[config.mk]
export PLATFORM = sky130hd
export DESIGN_NAME = operation_driver
export DESIGN_NICKNAME = d
export VERILOG_FILES = /design/src/rtl/operation_driver.sv
export SDC_FILE = /design/constraint.sdc
export NUM_CORES = 1
export LEC_CHECK = 0
export CAP_MARGIN = 20
export CORE_MARGIN = 8
export CORE_UTILIZATION = 46
export DETAILED_ROUTE_END_ITERATION = 6
export PLACE_DENSITY = 0.84
export SLEW_MARGIN = 30
export SYNTH_ARGS = -nofsm -noshare
export SYNTH_HDL_FRONTEND = slang
export SYNTH_SLANG_ARGS = --single-unit
export TNS_END_PERCENT = 30
[constraint.sdc]
create_clock -name CLK -period 2.35 [get_ports CLK]
set_clock_uncertainty 0.15 [all_clocks]
set_input_delay 0.47 -clock CLK [delete_from_list [all_inputs] [get_ports CLK]]
set_output_delay 0.47 -clock CLK [all_outputs]
set_load 0.02 [all_outputs]
[src/rtl/operation_driver.sv]
// operation_driver: initiator for the start/ready operation-unit protocol.
// Takes an operand pair over a valid/ready handshake and keeps the unit in
// reset while idle. It gives the unit one clear cycle out of reset, then
// raises ST and waits for RD under a cycle timeout. The captured result,
// error flag and cycle count leave over a valid/ready handshake.
module operation_driver #(
  parameter int BW         = 16,
  parameter int TMO_CYCLES = 1024
) (
  input  logic          CLK,
  input  logic          RST,
  input  logic          IN_VALID,
  output logic          IN_READY,
  input  logic [BW-1:0] IN_A,
  input  logic [BW-1:0] IN_B,
  output logic          OUT_VALID,
  input  logic          OUT_READY,
  output logic [BW-1:0] OUT_RES,
  output logic          OUT_ERR,
  output logic [15:0]   OUT_CYC,
  output logic          OP_RST,
  output logic          OP_ST,
  output logic [BW-1:0] OP_IN0,
  output logic [BW-1:0] OP_IN1,
  input  logic          OP_RD,
  input  logic [BW-1:0] OP_RES
);

  localparam logic [1:0] IDLE  = 2'd0;
  localparam logic [1:0] CLEAR = 2'd1;
  localparam logic [1:0] RUN   = 2'd2;
  localparam logic [1:0] DONE  = 2'd3;

  localparam logic [15:0] TMO = 16'(TMO_CYCLES);

  logic [1:0]  state;
  logic [15:0] cnt;
  logic        accept;
  logic        rd_hit;
  logic        tmo_hit;
  logic        finish;

  // RD takes priority over the timeout when both land on the same edge.
  assign accept  = (state == IDLE) && IN_VALID;
  assign rd_hit  = (state == RUN) && OP_RD;
  assign tmo_hit = (state == RUN) && !OP_RD && (cnt == TMO);
  assign finish  = rd_hit || tmo_hit;

  // Sequencer: state, RUN cycle counter, handshakes and unit control lines.
  always_ff @(posedge CLK or negedge RST) begin
    if (!RST) begin
      state     <= IDLE;
      cnt       <= '0;
      IN_READY  <= 1'b1;
      OUT_VALID <= 1'b0;
      OP_RST    <= 1'b1;
      OP_ST     <= 1'b0;
    end else begin
      case (state)
        IDLE: begin
          if (IN_VALID) begin
            IN_READY <= 1'b0;
            OP_RST   <= 1'b0;
            state    <= CLEAR;
          end
        end
        CLEAR: begin
          OP_ST <= 1'b1;
          cnt   <= 16'd1;
          state <= RUN;
        end
        RUN: begin
          if (finish) begin
            OUT_VALID <= 1'b1;
            OP_ST     <= 1'b0;
            OP_RST    <= 1'b1;
            state     <= DONE;
          end else begin
            cnt <= cnt + 16'd1;
          end
        end
        default: begin
          if (OUT_READY) begin
            OUT_VALID <= 1'b0;
            IN_READY  <= 1'b1;
            state     <= IDLE;
          end
        end
      endcase
    end
  end

  // Operands are latched on accept and held until the next accept.
  always_ff @(posedge CLK or negedge RST) begin
    if (!RST) begin
      OP_IN0 <= '0;
      OP_IN1 <= '0;
    end else if (accept) begin
      OP_IN0 <= IN_A;
      OP_IN1 <= IN_B;
    end
  end

  // Result capture on completion; OP_RES is only looked at on the RD edge.
  always_ff @(posedge CLK or negedge RST) begin
    if (!RST) begin
      OUT_RES <= '0;
      OUT_ERR <= 1'b0;
      OUT_CYC <= '0;
    end else if (finish) begin
      OUT_RES <= rd_hit ? OP_RES : '0;
      OUT_ERR <= !rd_hit;
      OUT_CYC <= cnt;
    end
  end

endmodule

==> impl_summary.txt, run 1 <==
----------------------------------------------------
[Synthesis]
  Main combinational cell family by area after synthesis ... multiplexers
  Post-synth top area cell ... sky130_fd_sc_hd__dfrtp_1
  Synthesized net count ... 331
  Post-synthesis cell type count ... 38
  Main flop type after synthesis ... sky130_fd_sc_hd__dfrtp_1
  Mapped Cells ... 273
  Number of synthesis warnings ... 0
  Synth Cell Area ... 3670 µm²
  Post-synthesis register bit count ... 87
  Synth top area share ... 57.9%
  Synth area leaders ... sky130_fd_sc_hd__dfrtp_1 (58%), sky130_fd_sc_hd__mux2_2 (13%), sky130_fd_sc_hd__a22o_1 (4.1%)
  Fraction of synthesized cell area in xor and xnor cells ... 0%
  Sequential-to-total area share from yosys stat ... 59.3%
  Multiplexer share of the synthesized area ... 16.2%
  Commonest cells post-synth ... sky130_fd_sc_hd__dfrtp_1 (85), sky130_fd_sc_hd__mux2_2 (44), sky130_fd_sc_hd__nand2_1 (23)
  Post-synthesis area per instance ... 13.5 µm²
  Async set or reset register ratio after synthesis ... 100%
  Complex-gate fraction of the synthesized area ... 9.47%
  Post-synthesis adder-cell area fraction ... 1.70%
  Library cell with the highest instance count after synthesis ... sky130_fd_sc_hd__dfrtp_1
  Synth Area in Simple Gates ... 11.1%
  Count of flip-flops with a built-in enable after synthesis ... 0

[GRT]
  First-pass GRT wire length ... 15200 µm
  Initial antenna violation count ... 0
  Overall Global Routing Usage ... 17.1%
  Overflow left after global routing ... 0
  Largest net degree at the start of global routing ... 43
  Via count of the first global-routing pass ... 2965

[Placement]
  Post-Place Setup Slack ... 57.8 ps
  Placed Instances ... 500
  Routability congestion estimate ... 0.822
  Number of port buffers ... 121
  Dpl hpwl ... 7150 µm

[Critical path]
  Required time of the worst setup path ... 2440 ps
  Worst path slowest cell ... sky130_fd_sc_hd__a41oi_4
  Buffer and inverter count on the worst path ... 3
  Dominant cell type by count on the critical path ... sky130_fd_sc_hd__buf_4
  Endpoint class of the critical path ... flop
  Critical path class ... reg -> reg
  Worst Path Arrival ... 2290 ps
  Ordered cell list for the critical path ... inv_1 > ha_1 > buf_4 > and2_1 > a41oi_4 > buf_4 > nor3_1 > a2bb2oi_1
  Crit path max-delay family ... compound AO/OA/AOI/OAI gates
  Maximum fanout along the worst path ... 13
  CP max stage delay ... 450 ps
  Startpoint type of the worst setup path ... flop

[Clocking]
  Number of clock sinks seen by CTS ... 87
  CTS clock-pin slew for the worst setup and hold paths ... 80 ps
  Post-CTS resize count ... 0
  CTS tree ... done
  Clock root buffer ... sky130_fd_sc_hd__clkbuf_8
  Clock H-tree levels ... 3
  Clk Latency, worst-skew pair ... 350 ps
  Number of buffers created by CTS ... 9
  Largest buffer count on any clock path ... 2

[Timing]
  Time the final worst path needs with I/O delays and setup ... 2210 ps
  Slew HR ... 66.1%
  Final critical-path share of the clock period ... 93.9%
  Fmax ... 0.453 GHz
  Final Max Slew Viols ... 0
  Setup repair after global routing missed its margin ... false
  Worst Tran Pin Value ... 507 ps
  Total Neg Setup Slack ... 0 ps
  Hold Fails Final Rpt ... 0
  Number of failing setup endpoints in the final timing report ... 0
  Worst Slack Setup Final ... 144 ps

[Cells and area]
  Area growth from synthesis to final layout ... 46.5%
  Final core utilization ... 69.7%
  Count of inserted antenna diode cells ... 0
  Layout cells sized above 1 ... 20.7%
  Non-filler cells in the finished layout ... 518
  NumNets Final ... 469
  Layout fillers ... 541

[Routing]
  Vias/cell ... 5.26
  Number of design-rule violations left by the first detailed-router iteration ... 110
  Post-detailed-route count of antenna-violating nets ... 0
  Detailed-router iteration count before antenna repair ... 4
  Number of vias after detailed routing ... 2723
  DRC violation count after routing ... 0
  Routed wire per std cell ... 18.1 µm
  Final WL ... 9380 µm

[Die]
  Die outline area ... 11100 µm²
  Boundary pin count ... 122
  Vertical extent of the die ... 105 µm
  Core Region ... 7730 µm²
  X dimension of the die ... 105 µm
  Initial core utilization ... 47.6%
  Placement Rows ... 32

[Hold path]
  Worst min-delay path class ... reg -> reg

[Power and ir drop]
  Pwr dens ... 1240 nW/µm²
  Leak Pwr ... 2.43 nW
  Maximum ir drop on the vdd rail ... 0.000776 V

[Run status]
  Result of the run ... complete, no violations

[Flow run]
  Number of max-capacitance violations reported ... 0

----------------------------------------------------
-- sequential cells by signal, indices dropped and copies added (netlist names) --
register	cells
OUT_ERR	1
OP_IN1	16
state	2
OUT_VALID	1
OP_RST	1
OP_ST	1
OP_IN0	16
OUT_CYC	16
IN_READY	1
OUT_RES	16
cnt	16
-- power breakdown --
group	internal, mW	total [mW]	switching, mW
Clock	0.711	1.24	0.526
Sequential	2.03	2.33	0.303
Combinational	1.58	3.10	1.52
Total	4.32	6.67	2.35
-- worst register-to-register path, cell delays in order (launching register included) --
cell                        delay [ps]
sky130_fd_sc_hd__dfrtp_1           360
sky130_fd_sc_hd__inv_1              80
sky130_fd_sc_hd__ha_1              220
sky130_fd_sc_hd__buf_4             170
sky130_fd_sc_hd__and2_1            180
sky130_fd_sc_hd__a41oi_4           450
sky130_fd_sc_hd__buf_4             280
sky130_fd_sc_hd__nor3_1             60
sky130_fd_sc_hd__a2bb2oi_1         140
-- cell usage in the layout, fill, tap and decap left out, drive strengths merged, types with 5 or more instances in the layout --
master | synthesis | layout
clkdlybuf4s50 | 0 | 120
dfrtp | 85 | 85
mux2 | 44 | 44
nand2 | 23 | 23
buf | 9 | 18
a22o | 17 | 17
mux2i | 10 | 10
clkbuf | 3 | 9
inv | 8 | 9
nor3 | 8 | 8
nand4 | 7 | 7
o21ai | 5 | 5
nor2 | 5 | 5
ha | 5 | 5
-- cells by family after synthesis --
kind of cell,count (synthesis)
multiplexers,54
adder cells (fa/ha/maj),5
AO/OA/AOI/OAI,41
buffers and inverters,20
flip-flops,87
AND/OR/NAND/NOR,66
-- final cells by class --
type	instances	area [µm²]	area share, %
Clock inverter	7	120	2.23
Sequential cell	87	2180	40.5
Clock buffer	9	124	2.30
Inverter	8	30.0	0.558
Tap cell	102	128	2.37
Multi-Input combinational cell	166	1430	26.6
Timing Repair Buffer	139	1370	25.5
-- final timing paths --
path	startpoint	to	slack, ps	cells past startpoint
setup / recovery	state[0]	OUT_VALID	140	8
hold / removal	OUT_CYC[3]	OUT_CYC[3]	330	2
setup reg to reg	state[0]	OUT_VALID	140	8
hold reg to reg	OUT_CYC[3]	OUT_CYC[3]	330	2
max in group asynchronous	RST	OP_RST	940	3
min in group asynchronous	RST	OP_IN0[14]	410	2
-- layer usage --
metal / track usage [%] / vias to the layer above / share of wire [%]
li1: - / 1271 / -
met1: 20.1 / 1340 / 41
met2: 28.5 / 99 / 51
met3: 4.26 / 13 / 6.0
met4: 8.46 / 0 / 1.9
met5: 0 / - / 0
-- per-stage QoR --
stage | hold slack (ps) | cell area (µm²) | total power [mW]
2_1_floorplan | 24.4 | 3670 | 3.95
3_3_place_gp | 233 | 5120 | 5.36
3_5_place_dp | 236 | 5120 | 5.47
4_1_cts | 333 | 5380 | 6.73
5_1_grt | 357 | 5390 | 7.03
6_report | 326 | 5390 | 6.67
-- what timing repair did --
| action | in CTS | in global routing |
|---|---|---|
| hold endpoints to repair | 18 | 0 |
| buffers inserted | 0 | 1 |
| endpoints found under the setup margin | 0 | 1 |
| hold buffers | 1 | 0 |
(Power assumes the default switching activity.)
==> run 2, diff against run 1 <==
--- a/config.mk
+++ b/config.mk
@@ -10,6 +10,7 @@
 export CORE_UTILIZATION = 46
 export DETAILED_ROUTE_END_ITERATION = 6
 export PLACE_DENSITY = 0.84
+export REMOVE_ABC_BUFFERS = 1
 export SLEW_MARGIN = 30
 export SYNTH_ARGS = -nofsm -noshare
 export SYNTH_HDL_FRONTEND = slang
==> run 2 against run 1 <==
- routed wire length is 0.67% higher
- first-iteration DRC count is 3.6% higher
- flip-flop and latch count stayed put
- largest cell class unchanged
- largest power group unchanged
==> impl_summary.txt, run 2 (same netlist as run 1, synthesis figures left out) <==
----------------------------------------------------
[Routing]
  Number of vias after detailed routing ... 2727 (was 2723)
  Vias/cell ... 5.30 (was 5.26)
  DRC violation count after routing ... 0 (unchanged)
  Number of design-rule violations left by the first detailed-router iteration ... 114 (was 110)
  Routed wire per std cell ... 18.3 µm (was 18.1 µm)
  Post-detailed-route count of antenna-violating nets ... 0 (unchanged)
  Detailed-router iteration count before antenna repair ... 4 (unchanged)
  Final WL ... 9440 µm (was 9380 µm)

[Clocking]
  Hold buffer count at cts ... 1 (unchanged)
  Clk Latency, worst-skew pair ... 350 ps (about the same)
  CTS clock-pin slew for the worst setup and hold paths ... 80 ps (about the same)
  Clock H-tree levels ... 3 (unchanged)
  Number of clock sinks seen by CTS ... 87 (unchanged)
  Largest buffer count on any clock path ... 2 (unchanged)
  Clock root buffer ... sky130_fd_sc_hd__clkbuf_8 (unchanged)
  Number of buffers created by CTS ... 9 (unchanged)
  Post-CTS resize count ... 0 (unchanged)
  Total setup buffers inserted after CTS ... 0 (unchanged)
  CTS tree ... done (unchanged)

[Timing]
  Final Max Slew Viols ... 0 (unchanged)
  Number of failing setup endpoints in the final timing report ... 0 (unchanged)
  Time the final worst path needs with I/O delays and setup ... 2250 ps (was 2210 ps)
  Worst Tran Pin Value ... 500 ps (was 507 ps)
  Total Neg Setup Slack ... 0 ps (unchanged)
  Final critical-path share of the clock period ... 95.8% (was 93.9%)
  Setup repair after global routing missed its margin ... false (unchanged)
  Fmax ... 0.444 GHz (was 0.453 GHz)
  Hold Fails Final Rpt ... 0 (unchanged)
  Slew HR ... 66.7% (was 66.1%)

[Critical path]
  Maximum fanout along the worst path ... 5 (was 13)
  Crit path max-delay family ... multiplexers (was compound AO/OA/AOI/OAI gates)
  CP max stage delay ... 430 ps (was 450 ps)
  Critical path class ... reg -> reg (unchanged)
  Ordered cell list for the critical path ... inv_1 > ha_1 > nor4b_4 > a41o_1 > mux2_2 > mux2i_1 (was inv_1 > ha_1 > buf_4 > and2_1 > a41oi_4 > buf_4 > nor3_1 > a2bb2oi_1)
  Worst Reg-to-Reg Cells ... 6 (was 8)
  Worst path slowest cell ... sky130_fd_sc_hd__nor4b_4 (was sky130_fd_sc_hd__a41oi_4)
  WP depth ... 6 (was 8)
  Required time of the worst setup path ... 2470 ps (was 2440 ps)
  Endpoint class of the critical path ... flop (unchanged)
  Worst Path Arrival ... 2370 ps (was 2290 ps)
  Startpoint type of the worst setup path ... flop (unchanged)
  Buffer and inverter count on the worst path ... 1 (was 3)

[Cells and area]
  NumNets Final ... 466 (was 469)
  Commonest cells after routing, fill and taps aside ... sky130_fd_sc_hd__clkdlybuf4s50_1 (120), sky130_fd_sc_hd__dfrtp_1 (85), sky130_fd_sc_hd__mux2_2 (44) (unchanged)
  Area growth from synthesis to final layout ... 44.0% (was 46.5%)
  Non-filler cells in the finished layout ... 515 (was 518)
  Count of inserted antenna diode cells ... 0 (unchanged)
  Most common cell after layout, fill and taps aside ... sky130_fd_sc_hd__clkdlybuf4s50_1 (unchanged)
  Layout cells sized above 1 ... 20.1% (was 20.7%)

[Power and ir drop]
  Leak Pwr ... 2.38 nW (was 2.43 nW)
  Maximum ir drop on the vdd rail ... 0.000644 V (was 0.000776 V)
  Pwr dens ... 1190 nW/µm² (was 1240 nW/µm²)

[Die]
  Boundary pin count ... 122 (unchanged)
  Initial core utilization ... 47.6% (unchanged)
  Die outline area ... 11100 µm² (unchanged)
  Placement Rows ... 32 (unchanged)
  X dimension of the die ... 105 µm (unchanged)
  Vertical extent of the die ... 105 µm (unchanged)
  Core Region ... 7730 µm² (unchanged)

[Placement]
  Dpl hpwl ... 7080 µm (was 7150 µm)
  Routability congestion estimate ... 0.812 (was 0.822)
  Number of port buffers ... 121 (unchanged)
  Placed Instances ... 498 (was 500)

[Hold path]
  Cell depth of the worst hold path ... 2 (unchanged)
  Worst min-delay path class ... reg -> reg (unchanged)

[Run status]
  Result of the run ... complete, no violations (unchanged)

[GRT]
  First-pass GRT wire length ... 15400 µm (was 15200 µm)
  Initial antenna violation count ... 0 (unchanged)
  Overall Global Routing Usage ... 17.4% (was 17.1%)
  Via count of the first global-routing pass ... 2884 (was 2965)
  Largest net degree at the start of global routing ... 43 (unchanged)
  Overflow left after global routing ... 0 (unchanged)

[Flow run]
  Number of max-capacitance violations reported ... 0 (unchanged)

----------------------------------------------------
[run 2: layout make-up]
cell class / count / area, µm²
clock buffer: 9 / 124
clock inverter: 7 / 47.5
fill: 561 / 2440
inverter: 8 / 30.0
multi-input combinational: 166 / 1430
sequential: 87 / 2180
tap: 102 / 128
timing repair buffer: 136 / 1350
[run 2: power by group]
| part | switching [mW] | internal [mW] | leakage, nW |
|---|---|---|---|
| clock network | 0.527 | 0.383 | 0.0854 |
| logic | 1.52 | 1.57 | 1.19 |
| registers | 0.287 | 2.03 | 1.10 |
[run 2: final timing paths]
kind	from	endpoint	slack, ps
max	state[0]	cnt[2]	100
min	OUT_CYC[7]	OUT_CYC[7]	330
max reg2reg	state[0]	cnt[2]	100
min reg2reg	OUT_CYC[7]	OUT_CYC[7]	330
max in group asynchronous	RST	OUT_ERR	930
min in group asynchronous	RST	OP_IN0[14]	470
[run 2: layer usage]
layer	GRT usage [%]	share of wire [%]	wire, µm	vias to the layer above
met5	0	0	0	-
met4	7.03	2.3	220	0
met3	5.18	6.8	641	15
met2	28.2	49	4670	92
met1	21.2	41	3910	1343
li1	-	-	-	1277
[run 2: through the flow]
step	worst slack [ps]	total power, mW	hold WS, ps	utilization (%)	instance area, µm²
floorplan	-1020	3.92	24.4	-	3620
global placement	184	5.37	301	66.1	5110
detailed placement	147	5.46	313	66.1	5110
CTS	111	6.39	335	68.5	5290
global route	0.385	6.69	361	68.5	5290
finish	98.7	6.32	328	68.5	5290
[run 2: worst register-to-register path, stage by stage (launching register included)]
cell                      delay (ps)
sky130_fd_sc_hd__dfrtp_1         390
sky130_fd_sc_hd__inv_1           110
sky130_fd_sc_hd__ha_1            190
sky130_fd_sc_hd__nor4b_4         430
sky130_fd_sc_hd__a41o_1          400
sky130_fd_sc_hd__mux2_2          370
sky130_fd_sc_hd__mux2i_1         140
